## src/rtl/pc_link_stack.sv

```systemverilog
// pc_link_stack: a return-address stack that drives the program counter's
// load / load_address jump request.
//   call     : pushes pc_current+1 and issues a one-cycle jump to call_target.
//   irq_take : pushes pc_current+1 only. The PC performs the vector jump itself.
//   ret      : pops the saved address and jumps to it three cycles later.
//              busy is high in between, and all requests are ignored then.
//
// Ports
//   clk, reset (async, active-low)
//   pc_current, call, call_target, ret, irq_take, err_clr  : requests
//   load, load_address                                    : jump request to PC
//   busy, depth, empty, full                              : stack status
//   overflow_err, underflow_err                           : sticky errors
//
// state | meaning
// IDLE  | accepting requests (priority irq_take > call > ret)
// READ  | pop read issued, the RAM output is captured into load_address
// LOAD  | load pulse scheduled for the next cycle
module pc_link_stack #(
  parameter int DEPTH = 16,
  parameter int PTR_W = 4,
  parameter int AW    = 32
) (
  input  logic             clk,
  input  logic             reset,
  input  logic [AW-1:0]    pc_current,
  input  logic             call,
  input  logic [AW-1:0]    call_target,
  input  logic             ret,
  input  logic             irq_take,
  input  logic             err_clr,
  output logic             load,
  output logic [AW-1:0]    load_address,
  output logic             busy,
  output logic [PTR_W:0]   depth,
  output logic             empty,
  output logic             full,
  output logic             overflow_err,
  output logic             underflow_err
);

  typedef enum logic [1:0] {IDLE, READ, LOAD} state_t;

  localparam logic [PTR_W:0] CNT_ONE  = (PTR_W+1)'(1);
  localparam logic [PTR_W:0] CNT_FULL = (PTR_W+1)'(DEPTH);

  state_t             r_state, w_state_nxt;
  logic [AW-1:0]      r_mem [DEPTH];
  logic [AW-1:0]      r_rd_data;
  logic [AW-1:0]      r_load_address;
  logic [PTR_W:0]     r_depth, w_depth_nxt;
  logic               r_empty, r_full, r_load, r_ovf, r_unf;

  logic               w_idle, w_push_req, w_push, w_ovf_set;
  logic               w_ret_req, w_pop, w_unf_set, w_jump;
  logic [PTR_W-1:0]   w_wr_idx, w_rd_idx;

  assign w_idle     = (r_state == IDLE);
  assign w_push_req = w_idle & (irq_take | call);
  assign w_push     = w_push_req & ~r_full;
  assign w_ovf_set  = w_push_req & r_full;
  // A call jumps even when the push is refused because the stack is full.
  assign w_jump     = w_idle & ~irq_take & call;
  assign w_ret_req  = w_idle & ~irq_take & ~call & ret;
  assign w_pop      = w_ret_req & ~r_empty;
  assign w_unf_set  = w_ret_req & r_empty;

  // When the stack is full the low bits wrap to 0, and 0-1 then gives DEPTH-1.
  assign w_wr_idx = r_depth[PTR_W-1:0];
  assign w_rd_idx = r_depth[PTR_W-1:0] - (PTR_W)'(1);

  always_comb begin
    w_state_nxt = r_state;
    case (r_state)
      IDLE:    if (w_pop) w_state_nxt = READ;
      READ:    w_state_nxt = LOAD;
      LOAD:    w_state_nxt = IDLE;
      default: w_state_nxt = IDLE;
    endcase
  end

  always_ff @(posedge clk or negedge reset) begin
    if (!reset) r_state <= IDLE;
    else        r_state <= w_state_nxt;
  end

  always_comb begin
    w_depth_nxt = r_depth;
    if (w_push)     w_depth_nxt = r_depth + CNT_ONE;
    else if (w_pop) w_depth_nxt = r_depth - CNT_ONE;
  end

  always_ff @(posedge clk or negedge reset) begin
    if (!reset) begin
      r_depth <= '0;
      r_empty <= 1'b1;
      r_full  <= 1'b0;
    end else begin
      r_depth <= w_depth_nxt;
      r_empty <= (w_depth_nxt == '0);
      r_full  <= (w_depth_nxt == CNT_FULL);
    end
  end

  // The storage has no reset so that it can map onto a synchronous-read RAM.
  always_ff @(posedge clk) begin
    if (w_push) r_mem[w_wr_idx] <= pc_current + AW'(1);
    if (w_pop)  r_rd_data <= r_mem[w_rd_idx];
  end

  always_ff @(posedge clk or negedge reset) begin
    if (!reset) begin
      r_load         <= 1'b0;
      r_load_address <= '0;
    end else begin
      r_load <= w_jump | (r_state == LOAD);
      if (w_jump)                r_load_address <= call_target;
      else if (r_state == READ)  r_load_address <= r_rd_data;
    end
  end

  always_ff @(posedge clk or negedge reset) begin
    if (!reset) begin
      r_ovf <= 1'b0;
      r_unf <= 1'b0;
    end else begin
      if (w_ovf_set)    r_ovf <= 1'b1;
      else if (err_clr) r_ovf <= 1'b0;
      if (w_unf_set)    r_unf <= 1'b1;
      else if (err_clr) r_unf <= 1'b0;
    end
  end

  assign load          = r_load;
  assign load_address  = r_load_address;
  assign busy          = ~w_idle;
  assign depth         = r_depth;
  assign empty         = r_empty;
  assign full          = r_full;
  assign overflow_err  = r_ovf;
  assign underflow_err = r_unf;

endmodule

```

## config.mk

```make
export PLATFORM = sky130hd
export DESIGN_NAME = pc_link_stack
export DESIGN_NICKNAME = d
export VERILOG_FILES = /design/src/rtl/pc_link_stack.sv
export SDC_FILE = /design/constraint.sdc
export NUM_CORES = 1
export LEC_CHECK = 0
export ABC_AREA = 1
export CAP_MARGIN = 20
export CORE_UTILIZATION = 34
export DETAILED_ROUTE_END_ITERATION = 8
export PLACE_DENSITY_LB_ADDON = 0.15
export SYNTH_ARGS = -nofsm -noshare
export SYNTH_HDL_FRONTEND = slang
export SYNTH_SLANG_ARGS = --single-unit
```

## constraint.sdc

```tcl
create_clock -name clk -period 7.6 [get_ports clk]
set_input_delay 1.52 -clock clk [delete_from_list [all_inputs] [get_ports clk]]
set_output_delay 1.52 -clock clk [all_outputs]
set_load 0.1 [all_outputs]
```

After elaboration in Yosys (flattened, before gate mapping) --
Memory sizes are Yosys's and may differ from the RTL's. A register that Yosys moved wholly into a read port is not among the register bits. Index checks and enable logic that the tools add are counted.
Storage, ports and cells: register bits 44, bits in writable memories 512, input port bits 70, output and inout bits 43, memories 1
Memory list:
- r_mem | depth 16, bits a word 32, read ports 1, clocked after Yosys merged registers in 1, wr ports 1, line 48 | logic [AW-1:0] r_mem [DEPTH];
Operators by class: add/sub/neg operators 4, eq/ne operators 4, multiplexer cells 11, bitwise operators 16, reductions and logical operators 5
Operator list (number):
- $mux W32 | 2
- $add A32 B1 Y32 const B | 1
- $mux W5 | 2
- $and A1 B1 Y1 | 9
- $reduce_bool A2 Y1 | 3
- $add A5 B1 Y5 const B | 1
- $eq A5 B5 Y1 const B | 1
- $logic_not A5 Y1 | 1
- $mux W1 | 5
- $not A1 Y1 | 5
- $sub A5 B1 Y5 const B | 1
- $pmux W2 S2 | 1
- $sub A4 B1 Y4 const B | 1
- $eq A2 B1 Y1 const B | 1
- $eq A2 B2 Y1 const B | 1
- $logic_not A2 Y1 | 1
- $mux W2 | 1
- $ne A2 B1 Y1 const B | 1
- $or A1 B1 Y1 | 2

Longest topological paths before layout --
Gate-level depths: netlist (run 1).
depth in word-level cells 8, mapped depth 14, mapped depth without buffers 10

Worst setup path after synthesis (run 1) --
Ideal clock, no wire load.
path type in2reg, from input port irq_take, to memory r_mem[0][0], enable pin, arrival 3.391 ns, data required time 7.179 ns, slack 3.788 ns, stages on the path 6, path buffers 0, path through nor2_2 > inv_1 > nand3b_2 > inv_2 > nand2_1 > nor2_1
Between the ends: word-level cells in the longest chain between the ends 5
Ends and longest elaborated chain:
- start: declaration | line 30 | input logic irq_take,
- $or A1 B1 Y1 | line 59 | assign w_push_req = w_idle & (irq_take | call);
- $and A1 B1 Y1 | line 59
- $and A1 B1 Y1 | line 60 | assign w_push = w_push_req & ~r_full;
- $mux W1 | line 107 | if (w_push) r_mem[w_wr_idx] <= pc_current + AW'(1);
- $mux W1 (not written as such) | line 107
- end: declaration | line 48
Every way passes these cells.

Worst setup path in the final report (run 1) --
from register r_depth[0], in the netlist depth[0], to output port depth[0]
RTL lines:
- start: declaration | line 51 | logic [PTR_W:0] r_depth, w_depth_nxt;
- start signal: assignment | line 99 | r_depth <= w_depth_nxt;
- end: declaration | line 35 | output logic [PTR_W:0] depth,
No word-level cell between the ends.

==> results of run 1 <==
## routing by layer
metal / track usage (%) / up-vias / part of all wire, %
met2: 30.6 / 508 / 45
met3: 2.69 / 71 / 5.8
met1: 28.8 / 7968 / 48
met4: 5.23 / 0 / 1.6
li1: - / 7039 / -
met5: 0 / - / 0
## through the flow
step	hold WS (ns)	cells	setup slack (ns)	util [%]	total power [mW]
floorplan	0.442	1833	3.79	-	7.66
global placement	0.451	2808	3.30	37.7	9.21
detailed placement	0.462	2812	3.24	37.8	9.25
CTS	0.475	2930	3.22	40.7	12.3
global route	0.495	2934	3.06	40.8	12.9
finish	0.469	2934	3.28	40.8	12.2
## cells by family (layout without fill, tap and decap cells)
group | Yosys count | count (layout) | synth area share (%)
flops | 588 | 588 | 73.3
fa+ha+maj | 6 | 6 | 0.316
simple gates | 630 | 630 | 11.3
buf+inv | 153 | 322 | 3.31
xor+xnor | 33 | 33 | 1.25
compound gates | 423 | 423 | 10.6
other cells | 0 | 1 | 0
## final cells by class
cell class / instances / area [µm²] / area share [%]
antenna: 1 / 2.50 / 0.00890
clock buffer: 80 / 1770 / 6.29
clock inverter: 38 / 285 / 1.01
inverter: 36 / 141 / 0.503
multi-input combinational: 1092 / 5760 / 20.5
sequential: 588 / 17400 / 62.0
tap: 931 / 1160 / 4.14
timing repair buffer: 168 / 1560 / 5.55
## flip-flops by register name (all words and copies together) (netlist names)
signal         flops
depth              5
overflow_err       1
empty              1
full               1
r_state            2
r_rd_data         32
r_mem            512
load               1
underflow_err      1
load_address      32
## tightest hold or removal path, cell delays in order (launching register included)
cell and delay (ns):
sky130_fd_sc_hd__edfxtp_1 0.32, sky130_fd_sc_hd__nand2_1 0.05, sky130_fd_sc_hd__nand3_1 0.07
## cells in the mapped netlist (24+ instances only)
library cell	count
sky130_fd_sc_hd__buf_2	42
sky130_fd_sc_hd__clkbuf_1	35
sky130_fd_sc_hd__dfrtp_1	43
sky130_fd_sc_hd__edfxtp_1	544
sky130_fd_sc_hd__inv_1	31
sky130_fd_sc_hd__nand2_1	148
sky130_fd_sc_hd__nand3_1	124
sky130_fd_sc_hd__nor2_1	314
sky130_fd_sc_hd__o21ai_0	258
sky130_fd_sc_hd__o21ai_1	34
sky130_fd_sc_hd__o221ai_1	94
sky130_fd_sc_hd__o22ai_1	34
sky130_fd_sc_hd__xor2_1	24
## path summary, 6_finish.rpt
path / from / end
max: depth[0] / depth[0]
min: r_rd_data[3] / load_address[3]
max reg2reg: depth[0] / r_rd_data[22]
min reg2reg: r_rd_data[3] / load_address[3]
max in group asynchronous: reset / depth[0]
min in group asynchronous: reset / load_address[23]
## where the power goes
part | total (mW) | internal, mW | switching [mW]
Clock | 3.05 | 1.76 | 1.28
Sequential | 4.34 | 4.12 | 0.228
Combinational | 4.84 | 1.27 | 3.57
==> impl.org, run 1 <==
** GRT
- Pin count of the biggest net entering global routing :: approximately 110
- Global-route wire length before repair :: roughly 100000 µm
- The initial antenna violation count came to 4.
- Number of global-route vias before repair :: between 15000 and 20000
- Global routing used 19.7% of the available tracks.
- Overflow after GRT :: 0

** Drt
- Vias per cell :: approximately 5.3
- Post-route DRC violation count :: 0
- The detail route stage leaves a number of antenna-violating nets equal to 0.
- After detailed routing, the average wire length per cell comes to 23.7 µm.
- First-pass iteration count of the detailed router :: 5
- Wire length after detailed routing :: between 60000 and 70000 µm
- Violation count after the first detailed-routing iteration :: 1371
- Routed via count :: around 16000

** Placed design
- Sum of net half-perimeters after detailed placement :: approximately 37000 µm
- Port buffering added about 110 buffers.
- Routability congestion estimate :: about 0.81
- Instance area at placement :: 26000 µm²

** Final layout
- Share of layout cells above drive strength 1 :: about a tenth
- The library cell used most frequently in the layout, excluding fill and tap cells, is sky130_fd_sc_hd__edfxtp_1.
- Counting the fill cells in the layout gives 6498.
- Top library cells by usage in the layout, fill and taps aside :: sky130_fd_sc_hd__edfxtp_1, sky130_fd_sc_hd__nor2_1, sky130_fd_sc_hd__o21ai_0, sky130_fd_sc_hd__nand2_1, sky130_fd_sc_hd__nand3_1
- Layout Cell Area excl Fill :: roughly 28000 µm²
- # nets final :: 2029
- Area grow syn2layout :: 18.2%

** STA
- Count of endpoints failing setup in the final report :: 0
- Measured against its own limit, the worst slew margin works out to about a fifth.
- Timing-limited maximum frequency :: between 0.2 and 0.25 GHz
- Final hold violation count :: 0
- Total negative setup slack :: 0 ns
- Actual slew at the worst max-slew pin :: about 1.2 ns
- Across the routed clock network, the largest skew measured is roughly 0.024 ns.
- Final count of pins violating max slew :: 0
- Dividing the final minimum period by the clock period gives a little under three fifths.
- Setup repair after global routing left no endpoint under its margin.
- Subtracting the final worst setup slack from the clock period gives roughly 4.3 ns.

** Synth
- Netlist area before placement :: 23800 µm²
- The share of the Yosys chip area taken by registers is 73.3%.
- Cell types occupying the most area after synthesis :: sky130_fd_sc_hd__edfxtp_1, sky130_fd_sc_hd__o21ai_0, sky130_fd_sc_hd__nor2_1
- Cell type with the highest aggregate area in the netlist :: sky130_fd_sc_hd__edfxtp_1
- Yosys cell types :: 38
- Each instance of the synthesized netlist takes up on average 13.0 µm².
- The synthesized design devotes to its leading area cell type 68.7% of total area.
- Most frequently used flop master after synthesis :: sky130_fd_sc_hd__edfxtp_1
- Ys Warns :: 0
- Synthesis produced between 1500 and 2000 cells.
- Proportion of register bits with asynchronous set or reset after synthesis :: under 10%
- Number of nets in the synthesized netlist :: between 1500 and 2000
- In this run, synthesis inferred approximately 540 flip-flops with an integrated enable.
- Flip-flop and latch count after synthesis :: between 500 and 600

** Worst setup path
- STA puts the critical path data required time at roughly 6.1 ns.
- Count of buffering cells on the critical path with inverters included :: 1
- Critical path type :: flip-flop to output pin
- Register-to-register setup slack :: around 3.4 ns
- Setup crit end kind :: output pin
- For the worst flop-to-flop path, the logic depth is 8.
- The cell family contributing the most delay on the critical path is buffers and inverters.
- Largest fanout on the critical path :: 62
- In this run the number of cells on the critical path is 1.
- Data on the critical path arrives at its endpoint at roughly 2.8 ns.
- In this design, the stage delay of the slowest critical-path cell is about 1.3 ns.
- The worst setup path is launched from a flip-flop.
- Crit-path cells :: clkdlybuf4s50_1
- Critical Path Slowest Stage Cell :: sky130_fd_sc_hd__clkdlybuf4s50_1

** CTS
- The tree is rooted in a sky130_fd_sc_hd__clkbuf_16.
- The H-tree was split into 3 levels.
- Setup repair bufs after CTS :: 0
- TritonCTS built the clock tree.
- No sink is reached through more buffers than the 3 on the longest clock path.
- CTS sink cnt :: 588
- The clock reaches the later pin of the worst-skew pair after about 0.60 ns.
- Post-CTS repair changed the size of 0 cells.
- After clock tree synthesis, the clock-pin slew on the worst setup and hold paths is approximately 0.060 ns.
- For this design, the CTS-stage hold fixing added 0 buffers.
- The number of clock buffers added by TritonCTS is 67.

** Power
- Dividing total power by cell area gives a power density of approximately 430 nW/µm².
- Across the VDD grid, the largest voltage drop is 0.000365 V.
- For this design the static power due to leakage is ~9 nW.

** Die
- Core Footprint :: between 60000 and 70000 µm²
- In this run the vertical extent of the chip is 267 µm.
- Number of top-level pins :: 113
- The die covers 71000 µm².
- The initial utilization of the core area, before any placement, comes to between 30% and 40%.
- The floorplan step set the die width to ~270 µm.
- Row count :: between 90 and 100

** Worst hold path
- The worst hold path belongs to the class flip-flop to flip-flop.
- Along the worst hold path, the cell count comes to 2.

** Flow run
- Max-cap violations in this run came to 0.

** Status
- Outcome :: finished, final reports clean
(Power assumes the default switching activity.)
==> run 2, diff against run 1 <==
clock period = 4.01 ns   (was 7.6 ns; I/O delays follow)
==> run 2 against run 1 <==
  * Die area stayed put
  * Wire length is 4.7% lower
  * Final area hardly changed
  * Clock skew is 0.012 ns lower
  * Largest cell class unchanged
  * First-iteration DRC count is 3.2% lower
  * Sequential share of layout area hardly changed
  * Setup slack worse by 2.7 ns
  * Cell count is 0.17% higher
  * Utilization hardly changed
  * Highest routed layer unchanged
  * Worst hold slack worse by 0.43 ns
  * Critical path type unchanged
  * Sequential power is 85% higher
  * Clock-buffer cell count stayed put
==> impl.org, run 2 (synthesized netlist as in run 1, its figures left out) <==
** Status
- Outcome :: finished, final reports clean (unchanged)

** CTS
- Max Buffers Root-to-Sink :: 3 (unchanged)
- The number of post-CTS setup repair buffers came to 0 (unchanged).
- Total CTS buffers :: 61 (was 67)
- Root Driver :: sky130_fd_sc_hd__clkbuf_16 (unchanged)
- The total number of clock tree sinks was 588 (unchanged).
- Post-CTS sizing :: 0 (unchanged)
- The depth of the CTS H-tree was 2 (was 3).
- Clock insertion delay at the later pin of the skew report :: 0.63 ns (was 0.60 ns)
- The register clock-pin slew on the reported worst setup and hold paths was 0.06 ns (about the same).
- Cts hold-fix bufs :: 0 (unchanged)
- The CTS tree is yes (unchanged).

** Final layout
- Top library cells by usage in the layout, fill and taps aside :: sky130_fd_sc_hd__edfxtp_1, sky130_fd_sc_hd__nor2_1, sky130_fd_sc_hd__o21ai_0, sky130_fd_sc_hd__nand2_1, sky130_fd_sc_hd__nand3_1 (unchanged)
- Final standard cell utilization of the core :: 40.8% (about the same)
- # nets final :: 2036 (was 2029)
- The final instance count without filler cells was 2939 (was 2934).
- Top reg by flops :: r_mem (unchanged)
- Area grow syn2layout :: 18.3% (was 18.2%)
- The share of cells above drive strength 1 was 10.0% (was 9.79%).
- The most frequent standard cell in the layout excluding fill and tap cells was sky130_fd_sc_hd__edfxtp_1 (unchanged).
- The flip-flop count of the largest register after layout was 512 (unchanged).

** STA
- Final count of pins violating max slew :: 0 (unchanged)
- The worst path needs between 3 and 4 ns of the cycle, external delays included.
- The slack of the critical path came to 0.536 ns (was 3.28 ns).
- Final hold violation count :: 0 (unchanged)
- The transition time of the tightest slew-check pin came to 1.05 ns (was 1.19 ns).
- Total negative setup slack :: 0 ns (unchanged)
- RSZ-0062 raised after global routing :: no (unchanged)
- Based on the critical path, the design can be clocked at up to about 0.29 GHz.
- Period utilisation layout :: between 80 and 90%
- The setup-violating endpoint count in the final report is 0 (unchanged).
- Relative slew slack :: 30.1% (was 20.6%)
- Skew final :: 0.0124 ns (was 0.0240 ns)

** Drt
- The first-pass detailed-route iteration total came to 5 (unchanged).
- The vias per cell was 5.27 (was 5.31).
- Routed wirelength normalized by instance count :: 22.6 µm (was 23.7 µm)
- Post-route DRC violation count :: 0 (unchanged)
- Antenna violation net count after detailed routing :: 0 (unchanged)
- The total via count after detailed routing came to 15500 (was 15600).
- Violation count after the first detailed-routing iteration :: 1327 (was 1371)
- The routed wire length came to 66300 µm (was 69600 µm).

** Die
- The count of pins on the block boundary came to 113 (unchanged).
- Initial core utilization :: 34.5% (unchanged)
- The area of the die is 71000 µm² (unchanged).
- The height of the die was 267 µm (unchanged).
- The horizontal die dimension came to 267 µm (unchanged).
- The core footprint is 68900 µm² (unchanged).
- The number of cell rows was 96 (unchanged).

** Power
- Maximum resistive drop on vdd :: 0.000864 V (was 0.000365 V)
- Clock network fraction of design power :: 23.4% (was 24.9%)
- The power density over the cells came to 844 nW/µm² (was 435 nW/µm²).
- The power spent charging and discharging nets is 10.2 mW (was 5.08 mW).
- Int Pwr :: 13.5 mW (was 7.15 mW)
- The part of the power in registers came to 33.9% (was 35.5%).
- Leakage power summed over all cells :: 9.27 nW (was 9.24 nW)
- Switching fraction of total power :: 43.0% (was 41.6%)
- The logic gate share of total power is 42.8% (was 39.6%).
- Total Power :: 23.7 mW (was 12.2 mW)

** Worst setup path
- The delay contributed by the slowest stage of the critical path came to 0.64 ns (was 1.30 ns).
- The arrival time at the worst endpoint was 2.67 ns (was 2.80 ns).
- The data required time of the critical path was 3.21 ns (was 6.08 ns).
- The startpoint kind of the worst setup timing path is a flip-flop (unchanged).
- The type of destination of the critical path is an output pin (unchanged).
- Crit-path cells :: buf_4 > buf_4 > buf_4 (was clkdlybuf4s50_1)
- Critical Path Slowest Stage Cell :: sky130_fd_sc_hd__buf_4 (was sky130_fd_sc_hd__clkdlybuf4s50_1)
- By instance count, the cell type seen most on the critical path is sky130_fd_sc_hd__buf_4.
- The number of cells on the worst reg-to-reg path came to 6 (was 8).
- The type of the worst setup path is flip-flop to output pin (unchanged).
- The maximum fanout along the worst path is 62 (unchanged).

** Placed design
- The HPWL after detailed placement came to 39900 µm (was 37500 µm).
- Routability congestion estimate :: 0.832 (was 0.813)
- The cell count after placement came to 2826 (was 2812).
- Worst-case setup slack after placement :: 0.505 ns (was 3.24 ns)
- The count of input and output buffers came to 112 (unchanged).

** GRT
- Pin count of the biggest net entering global routing :: 131 (was 105)
- Global-route wire length before repair :: 99200 µm (was 103000 µm)
- The initial antenna violation count is 3 (was 4).
- Overflow after GRT :: 0 (unchanged)
- The via count of the first global-routing pass came to 15000 (was 15500).
- The global-route usage over all layers came to 18.7% (was 19.7%).

** Flow run
- Max-cap viol count :: 0 (unchanged)

** Worst hold path
- The class of the most critical hold timing path is primary input to async pin (was flip-flop to flip-flop).
run 2: cell count changes in the layout (fill, tap and decap cells not counted), sizes merged:
cell           delta
buf              +14
clkinv            -5
inv               -3
bufinv            +2
clkinvlp          -2
clkdlybuf4s50     -1
run 2: power groups by stage:
| stage | clock [mW] | combinational, mW | sequential [mW] |
|---|---|---|---|
| finish | 5.54 | 10.2 | 8.04 |
| global route | 5.87 | 11.0 | 8.11 |
| CTS | 5.66 | 10.2 | 8.04 |
| detailed placement | 0 | 10.1 | 8.17 |
| global placement | 0 | 10.1 | 8.16 |
| floorplan | 0 | 5.32 | 9.20 |
run 2: final cells by class:
class	instances	area, µm²
inverters	36	141
clock buffers	80	1660
repair buffers	181	1730
diodes	1	2.50
clock inverters	30	283
well taps	931	1160
fillers	6524	40800
flip-flops and latches	588	17400
multi-input cells	1092	5710
run 2: path summary, 6_finish.rpt:
path | from | end | slack [ns]
worst max-delay path | depth[0] | depth[0] | 0.54
worst min-delay path | reset | load_address[24] | 0.04
worst max register to register | depth[0] | r_rd_data[9] | 0.83
worst min register to register | r_rd_data[21] | load_address[21] | 0.46
max in group asynchronous | reset | empty | 3.46
min in group clk | r_rd_data[21] | load_address[21] | 0.46
run 2: critical path: cells and delay by family, from the launching register on:
family | cells | cell delay, ns
buffers and inverters | 3 | 1.54
DFF | 1 | 0.44
run 2: layer usage:
layer,GRT usage (%),share of wire (%)
met5,0,0
met4,3.74,1.5
met3,3.91,7.2
met2,27.0,43
met1,28.7,48
run 2: metrics by stage:
step | area [µm²] | hold WS [ns]
after floorplan | 23800 | 0.442
after global placement | 26200 | 0.454
after detailed placement | 26200 | 0.458
after CTS | 28100 | 0.362
after global routing | 28100 | 0.0182
final | 28100 | 0.0352
==> run 3, diff against run 2 <==
CAP_MARGIN = unset   (was 20)
==> run 3 against run 2 <==
  * Fmax is essentially flat
  * Final area is essentially flat
  * Cell count is essentially flat
  * Critical path type unchanged
  * Highest routed layer unchanged
  * Wire length is essentially flat
  * Register-to-register slack lost 0.03 ns
  * Combinational power is essentially flat
  * Setup slack lost 0.0034 ns
  * Critical path depth is the same
==> impl.org, run 3 (synthesized netlist as in run 1, its figures left out) <==
** Status
- Outcome: finished, final reports clean (unchanged).

** Drt
- The total via count after detailed routing is 15500 (about the same).
- The first-pass detailed-route iteration total is 5 (unchanged).
- Violation count after the first detailed-routing iteration :: 1341 (was 1327)
- The final routed DRC violation total was 0 (unchanged).
- The routed wire length is 66300 µm (about the same).
- The vias per cell came to 5.26 (was 5.27).
- The number of nets still failing antenna checks after routing was 0 (unchanged).
- Routed wirelength normalized by instance count :: 22.6 µm (about the same)

** Worst setup path
- CP required :: 3.21 ns (about the same)
- The startpoint kind of the worst setup timing path is a flip-flop (unchanged).
- The maximum fanout along the worst path was 62 (unchanged).
- Critical path type :: flip-flop to output pin (unchanged)
- Register-to-register setup slack :: 0.80 ns (was 0.83 ns)
- Setup crit end kind :: output pin (unchanged)
- Arrival time of data at the critical path endpoint :: 2.68 ns (was 2.67 ns)

** Die
- Width of the die :: 267 µm (unchanged)
- The height of the die is 267 µm (unchanged).
- The initial cell density of the core is 34.5% (unchanged).
- Core Footprint :: 68900 µm² (unchanged)
- The count of pins on the block boundary came to 113 (unchanged).
- The number of cell rows is 96 (unchanged).
- Area enclosed by the die boundary :: 71000 µm² (unchanged)

** CTS
- Clock insertion delay at the later pin of the skew report :: 0.62 ns (was 0.63 ns)
- Number of H-tree levels :: 2 (unchanged)
- The CTS tree was yes (unchanged).
- Cts hold-fix bufs :: 0 (unchanged)
- The number of buffers inserted during clock tree synthesis was 61 (unchanged).
- The total number of clock tree sinks was 588 (unchanged).
- The register clock-pin slew on the reported worst setup and hold paths came to 0.06 ns (about the same).
- The library cell used as clock root buffer is sky130_fd_sc_hd__clkbuf_16 (unchanged).
- Setup repair bufs after CTS :: 0 (unchanged)
- Max Buffers Root-to-Sink :: 3 (unchanged)
- The post-cts repair resize count was 0 (unchanged).

** Power
- Total Power :: 23.7 mW (about the same)
- The static leakage came to 9.26 nW (was 9.27 nW).
- Maximum resistive drop on vdd :: 0.000863 V (was 0.000864 V)
- The power density over the cells was 844 nW/µm² (about the same).

** STA
- RSZ-0062 raised after global routing :: no (unchanged)
- The worst slew margin relative to its limit came to 29.1% (was 30.1%).
- The hold slack is 0.353 ns (was 0.0352 ns).
- Clock period minus worst slack :: 3.48 ns (was 3.47 ns)
- The highest achievable clock rate was 0.288 GHz (about the same).
- Skew final :: 0.0112 ns (was 0.0124 ns)
- The transition time of the tightest slew-check pin was 1.06 ns (was 1.05 ns).
- Final hold violation count :: 0 (unchanged)
- The period utilization came to 86.7% (was 86.6%).
- Final count of pins violating max slew :: 0 (unchanged)
- The setup-violating endpoint count in the final report is 0 (unchanged).
- Total negative setup slack :: 0 ns (unchanged)

** Final layout
- The flip-flop count of the largest register after layout is 512 (unchanged).
- Fin cells :: 2937 (was 2939)
- Top library cells by usage in the layout, fill and taps aside :: sky130_fd_sc_hd__edfxtp_1, sky130_fd_sc_hd__nor2_1, sky130_fd_sc_hd__o21ai_0, sky130_fd_sc_hd__nand2_1, sky130_fd_sc_hd__nand3_1 (unchanged)
- Leading cell type in the layout, fill and taps excluded :: sky130_fd_sc_hd__edfxtp_1 (unchanged)
- Area grow syn2layout :: 18.1% (was 18.3%)
- # nets final :: 2034 (was 2036)
- Final standard cell utilization of the core :: 40.8% (about the same)
- Share of layout cells above drive strength 1 :: 9.93% (was 10.0%)
- The register name with the most flops is r_mem (unchanged).

** Placed design
- Sum of net half-perimeters after detailed placement :: 39900 µm (unchanged)
- The count of input and output buffers is 112 (unchanged).
- Routability congestion estimate :: 0.832 (unchanged)
- The cell count after placement was 2826 (unchanged).

** Flow run
- The max-cap check violation count was 0 (unchanged).

** GRT
- Pin count of the biggest net entering global routing :: 131 (unchanged)
- Global-route wire length before repair :: 99200 µm (unchanged)
- Number of antenna violations at the first check in global routing :: 3 (unchanged)
- The via count of the first global-routing pass was 15000 (unchanged).
- Overflow after GRT :: 0 (unchanged)
- Overall fraction of global-route tracks in use :: 18.7% (unchanged)

** Worst hold path
- HP Class :: primary input to async pin (unchanged)
[run 3: cell count changes in the layout (fill, tap and decap cells not counted), sizes merged]
cell and delta:
buf -2
[run 3: cell type report]
cell class                 count  area [µm²]
sequential                   588       17400
clock buffer                  80        1660
clock inverter                30         283
tap                          931        1160
multi-input combinational   1092        5710
inverter                      36         141
antenna                        1        2.50
timing repair buffer         179        1700
fill                        6526       40800
[run 3: per-stage QoR]
| stage | setup slack (ns) | cell area, µm² |
|---|---|---|
| after floorplan | 0.511 | 23800 |
| after global placement | 0.599 | 26200 |
| after detailed placement | 0.505 | 26200 |
| after CTS | 0.478 | 28100 |
| after global routing | 0.406 | 28100 |
| final | 0.532 | 28100 |
[run 3: worst paths after layout]
check	cells after the start	end	start
setup / recovery	3	depth[0]	depth[0]
max in group asynchronous	1	depth[0]	reset
min in group clk	2	load_address[21]	r_rd_data[21]
hold reg to reg	2	load_address[21]	r_rd_data[21]
hold / removal	1	load_address[24]	reset
setup reg to reg	6	r_rd_data[9]	depth[0]
[run 3: report_power, final]
group | switching [mW] | internal [mW] | leakage [nW]
sequential | 0.246 | 7.79 | 5.47
clock | 2.33 | 3.21 | 0.952
combinational | 7.63 | 2.53 | 2.83
total | 10.2 | 13.5 | 9.26
[run 3: per-layer routing]
layer  part of all wire [%]  global-route usage [%]
met5                      0                       0
met4                    1.5                    3.74
met3                    7.1                    3.91
met2                     43                    27.0
met1                     49                    28.7
[run 3: critical path, cell delays in order, from the launching register on]
cell,delay [ns]
sky130_fd_sc_hd__dfrtp_4,0.44
sky130_fd_sc_hd__buf_4,0.50
sky130_fd_sc_hd__buf_4,0.64
sky130_fd_sc_hd__buf_4,0.41
